<file path="config.mk">
export PLATFORM = sky130hd
export DESIGN_NAME = regstrb2mem_readback
export DESIGN_NICKNAME = d
export VERILOG_FILES = /design/src/rtl/regstrb2mem_readback.sv
export SDC_FILE = /design/constraint.sdc
export NUM_CORES = 1
export LEC_CHECK = 0
export ABC_AREA = 1
export BUFFER_PORTS_ARGS = -buffer_cell sky130_fd_sc_hd__buf_2
export CAP_MARGIN = 10
export CORE_MARGIN = 4
export CORE_UTILIZATION = 46
export CTS_CLUSTER_DIAMETER = 30
export CTS_CLUSTER_SIZE = 28
export DETAILED_ROUTE_END_ITERATION = 12
export PLACE_DENSITY_LB_ADDON = 0.3
export SLEW_MARGIN = 20
export SYNTH_ARGS = -nofsm -noshare
export SYNTH_HDL_FRONTEND = slang
export SYNTH_SLANG_ARGS = --single-unit
</file>
<file path="constraint.sdc">
create_clock -name clk -period 4.4 [get_ports clk]
set_input_delay 0.22 -clock clk [delete_from_list [all_inputs] [get_ports clk]]
set_output_delay 0.22 -clock clk [all_outputs]
set_load 0.02 [all_outputs]
</file>
<file path="src/rtl/regstrb2mem_readback.sv">
// regstrb2mem_readback
// Reads 64-bit instruction words back out of code memory and presents them to
// the host as two 32-bit register values. After the host has read both halves,
// the block fetches the next word (address wraps at the top of code memory).
//
// Handshake: readback_valid qualifies inst_high_value/inst_low_value. A read
// strobe is accepted only while readback_valid is high; a read strobe at any
// other time is dropped and sets the sticky readback_underflow flag. The memory
// side is a fixed-latency pipe: code_mem_rd_data is valid exactly RD_LATENCY
// cycles after a code_mem_rd_en pulse, with no back-pressure.
module regstrb2mem_readback #(
  parameter int CODE_ADDR_WIDTH = 10,
  parameter int CODE_DATA_WIDTH = 64,
  parameter int RD_LATENCY      = 1
) (
  input  logic                       clk,
  input  logic                       rst_n,
  output logic [CODE_ADDR_WIDTH-1:0] code_mem_rd_addr,
  output logic                       code_mem_rd_en,
  input  logic [CODE_DATA_WIDTH-1:0] code_mem_rd_data,
  input  logic [CODE_ADDR_WIDTH-1:0] readback_addr_value,
  input  logic                       readback_addr_strobe,
  input  logic                       inst_high_rd_strobe,
  input  logic                       inst_low_rd_strobe,
  output logic [31:0]                inst_high_value,
  output logic [31:0]                inst_low_value,
  output logic                       readback_valid,
  output logic                       readback_underflow,
  input  logic                       control_start,
  output logic [1:0]                 debug_state
);

  localparam logic [1:0] ST_IDLE  = 2'd0;
  localparam logic [1:0] ST_FETCH = 2'd1;
  localparam logic [1:0] ST_VALID = 2'd2;

  localparam logic [CODE_ADDR_WIDTH-1:0] ADDR_ONE = {{(CODE_ADDR_WIDTH-1){1'b0}}, 1'b1};

  logic [1:0]            state;
  logic                  high_done;
  logic                  low_done;
  // Bit i set means a read issued i+1 cycles ago is still live; the top bit
  // marks the cycle in which its data sits on code_mem_rd_data.
  logic [RD_LATENCY-1:0] pipe;
  logic [RD_LATENCY:0]   pipe_shift;
  logic                  pipe_tail;
  logic                  any_rd;
  logic                  high_next;
  logic                  low_next;
  logic                  both_done;

  assign debug_state = state;

  // Derive the consumption flags including strobes arriving this cycle.
  always_comb begin
    pipe_shift = {pipe, code_mem_rd_en};
    pipe_tail  = pipe[RD_LATENCY-1];
    any_rd     = inst_high_rd_strobe | inst_low_rd_strobe;
    high_next  = high_done | inst_high_rd_strobe;
    low_next   = low_done | inst_low_rd_strobe;
    both_done  = (state == ST_VALID) && high_next && low_next;
  end

  // Readback FSM: control_start beats an address strobe, which beats everything else.
  always_ff @(posedge clk or negedge rst_n) begin
    if (!rst_n) begin
      state              <= ST_IDLE;
      code_mem_rd_addr   <= '0;
      code_mem_rd_en     <= 1'b0;
      inst_high_value    <= '0;
      inst_low_value     <= '0;
      readback_valid     <= 1'b0;
      readback_underflow <= 1'b0;
      high_done          <= 1'b0;
      low_done           <= 1'b0;
      pipe               <= '0;
    end else if (control_start) begin
      state            <= ST_IDLE;
      code_mem_rd_addr <= '0;
      code_mem_rd_en   <= 1'b0;
      readback_valid   <= 1'b0;
      high_done        <= 1'b0;
      low_done         <= 1'b0;
      pipe             <= '0;
    end else if (readback_addr_strobe) begin
      // Restart: any read already in flight is dropped by clearing the pipe.
      state              <= ST_FETCH;
      code_mem_rd_addr   <= readback_addr_value;
      code_mem_rd_en     <= 1'b1;
      readback_valid     <= 1'b0;
      readback_underflow <= 1'b0;
      high_done          <= 1'b0;
      low_done           <= 1'b0;
      pipe               <= '0;
    end else begin
      code_mem_rd_en <= 1'b0;
      pipe           <= pipe_shift[RD_LATENCY-1:0];
      if (any_rd && (state != ST_VALID)) begin
        readback_underflow <= 1'b1;
      end
      case (state)
        ST_FETCH: begin
          if (pipe_tail) begin
            inst_high_value <= code_mem_rd_data[63:32];
            inst_low_value  <= code_mem_rd_data[31:0];
            readback_valid  <= 1'b1;
            state           <= ST_FETCH + 2'd1;
          end
        end
        ST_VALID: begin
          if (both_done) begin
            code_mem_rd_addr <= code_mem_rd_addr + ADDR_ONE;
            code_mem_rd_en   <= 1'b1;
            readback_valid   <= 1'b0;
            high_done        <= 1'b0;
            low_done         <= 1'b0;
            state            <= ST_FETCH;
          end else begin
            high_done <= high_next;
            low_done  <= low_next;
          end
        end
        default: begin
        end
      endcase
    end
  end

endmodule

</file>
==> results_dict.tcl <==
set metrics [dict create \
    setup_viol 0 \
    worstReg2RegStart "readback_valid" \
    initialDrtViolationCount 72 \
    dr.pass1.iters 4 \
    seqPwrFrac_pct 47.9 \
    num_vias 2673 \
    avgSynthCellArea_sq_um 12.9 \
    clk_path_buf_depth 2 \
    netlist_instances 283 \
    finalCritPeriodShare_pct 52.5 \
    syn_area_sq_um 3660 \
    via_per_inst 4.83 \
    die_area_sq_um 9450 \
    die_y_um 97.2 \
    fin_crit_ns 2.31 \
    clock-root-buffer "clkbuf_8" \
    p_leak_nw 2.83 \
    grt_pass1_wl_mm 13.8 \
    worstPathMaxFanout 41 \
    ff2ff_path_depth 5 \
    post-route-util_pct 61.1 \
    rsz0062_at_grt "false" \
    synth_nets 366 \
    finalNetCount 529 \
    grt_usage_pct 18.1 \
    maxCapViolations 0 \
    min-delay-start "control_start" \
    endpoint_kind "flip-flop" \
    clock_latency_ns 0.35 \
    port_buffers 158 \
    worst_slew_pin_slew_ns 0.789 \
    cp.required_ns 4.62 \
    htree_levels 3 \
    clockPowerShare_pct 30.3 \
    rows 32 \
    timing.rr.end "inst_high_value[23]" \
    drc 0 \
    ys_types 23 \
    die_x_um 97.2 \
    holdPathEnd "pipe" \
    cts_tree "done" \
    fin_setup_tns_ns 0 \
    wire_per_inst_um 15.4 \
    final_common_cell "buf_2" \
    switching_share_pct 30.4 \
    place_congestion 0.802 \
    wl_mm 8.54 \
    critPathKind "flip-flop to flip-flop" \
    most-common-layout-cells "buf_2 (157), dfrtp_1 (81), mux2_4 (60)" \
    finalPower_w 0.00183 \
    timing.fmax_mhz 433 \
    cts.reportedPaths.clkPinSlew_ns 0.08 \
    yosysWarningCount 0 \
    p_int_w 0.00127 \
    r2r_slack_ns 2.09 \
    n_antenna_cell 0 \
    grt_antenna_before_repair 0 \
    clock-sinks 81 \
    grt_pass1_vias 2774 \
    io_pins 159 \
    drive_above_1_share_pct 55.2 \
    run_status "completed" \
    hold_depth 2 \
    grt_overflow 0 \
    drv_slew 0 \
    peakVddDrop_mv 0.176 \
    grt_max_degree 82 \
    post-dp-hpwl_mm 6.13 \
    fin_skew_ns 0.0168 \
    ys_ff_latch 81 \
    critPathArrivalTime_ns 2.53 \
    p_sw_w 0.000555 \
    hold_class "input port to flip-flop" \
    synth.yosys.seq_area_share_pct 55.4 \
    slew_headroom_pct 47.4 \
    p_comb_share_pct 21.9 \
    cts_made_buffers 9 \
    startpoint_type "flip-flop" \
    start_util_pct 47.4 \
    cts_setup_buffers 0 \
    hold_violations 0 \
    fp.coreArea_sq_um 7730 \
    areaGrowthSynthToFinish_pct 29.1 \
    ant_nets 0 \
    power_density_nw_per_um2 387 \
]
## layout make-up
cell class | count | area, sq um
Multi-Input combinational cell | 172 | 1470
Fill cell | 652 | 3000
Clock buffer | 9 | 124
Tap cell | 102 | 128
Sequential cell | 81 | 2030
Inverter | 22 | 82.6
Clock inverter | 7 | 76.3
Timing Repair Buffer | 160 | 815
## flip-flops by register name, summed over array words and instances, names as in the netlist
name,cells
readback_underflow,1
code_mem_rd_addr,10
inst_high_value,32
debug_state,1
low_done,1
inst_low_value,32
pipe,1
high_done,1
readback_valid,1
code_mem_rd_en,1
## stage by stage
stage	worst slack, ns	hold WS (ns)	cell area [sq um]	std cells
after floorplan	2.85	-0.0756	3660	283
after global placement	2.01	0.418	4510	536
after detailed placement	1.98	0.421	4510	536
after CTS	2.05	0.0460	4710	552
after global routing	1.93	0.0533	4720	553
final	2.09	0.0703	4720	553
## cells by family (layout without fill, tap and decap cells)
family / count (synthesis) / count (layout) / share of synthesized area [%]
AOI/OAI and AO/OA: 20 / 20 / 3.01
muxes: 64 / 64 / 25.8
buffers and inverters: 30 / 198 / 4.41
adders and majority gates: 3 / 3 / 1.03
and+or+nand+nor: 85 / 85 / 10.3
DFF: 81 / 81 / 55.4
## routing by layer
metal | track usage [%] | wire, um
met2 | 29.2 | 4100
met4 | 6.80 | 150
met1 | 23.7 | 3720
met5 | 0 | 0
met3 | 4.24 | 573
## cell usage after synthesis
master     n  share of area (%)
inv_2      3               0.31
a21oi_1    6               0.82
a22oi_1    1               0.21
o211ai_1   2               0.41
dfrtp_1   81                 55
clkbuf_1   1               0.10
buf_6      6                1.8
o21ai_0   10                1.4
or2_2      4               0.68
mux2_2     4                1.2
buf_4      1               0.21
nand2_1   41                4.2
inv_1     19                1.9
nand2_2    1               0.17
nor3_1     1               0.14
nand3_4    1               0.48
o31ai_1    1               0.21
nand4_1    2               0.34
nor2_2     1               0.17
nor2_1    15                1.5
nand3_1   19                2.6
ha_1       3                1.0
mux2_4    60                 25
## power by group through the flow
stage	clock network (W)	registers [W]	logic, W
floorplan	0	0.000984	0.000142
global placement	0	0.000885	0.000396
detailed placement	0	0.000888	0.000403
CTS	0.000567	0.000875	0.000405
global route	0.000608	0.000886	0.000431
finish	0.000553	0.000875	0.000400
## worst max-delay path, cell delays in order, from the launching register on
cell and delay (ns):
dfrtp_1 0.43, inv_1 0.07, ha_1 0.21, nand3_4 0.59
buf_4 0.54, mux2_4 0.35
## how the worst max path moves through the flow
stage / start / to / slack [ns]
2_1_floorplan: readback_valid / inst_high_value[0] / 2.85
3_3_place_gp: readback_addr_strobe / inst_high_value[28] / 2.01
3_5_place_dp: readback_addr_strobe / inst_high_value[23] / 1.98
4_1_cts: readback_valid / inst_high_value[23] / 2.05
5_1_grt: readback_valid / inst_high_value[23] / 1.93
6_report: readback_valid / inst_high_value[23] / 2.09
## what timing repair did
item	CTS	global route
resized for setup	0	0
hold buffers	0	1
endpoints found under the hold margin	0	81
Note: power is estimated with default switching activity, not from simulation.
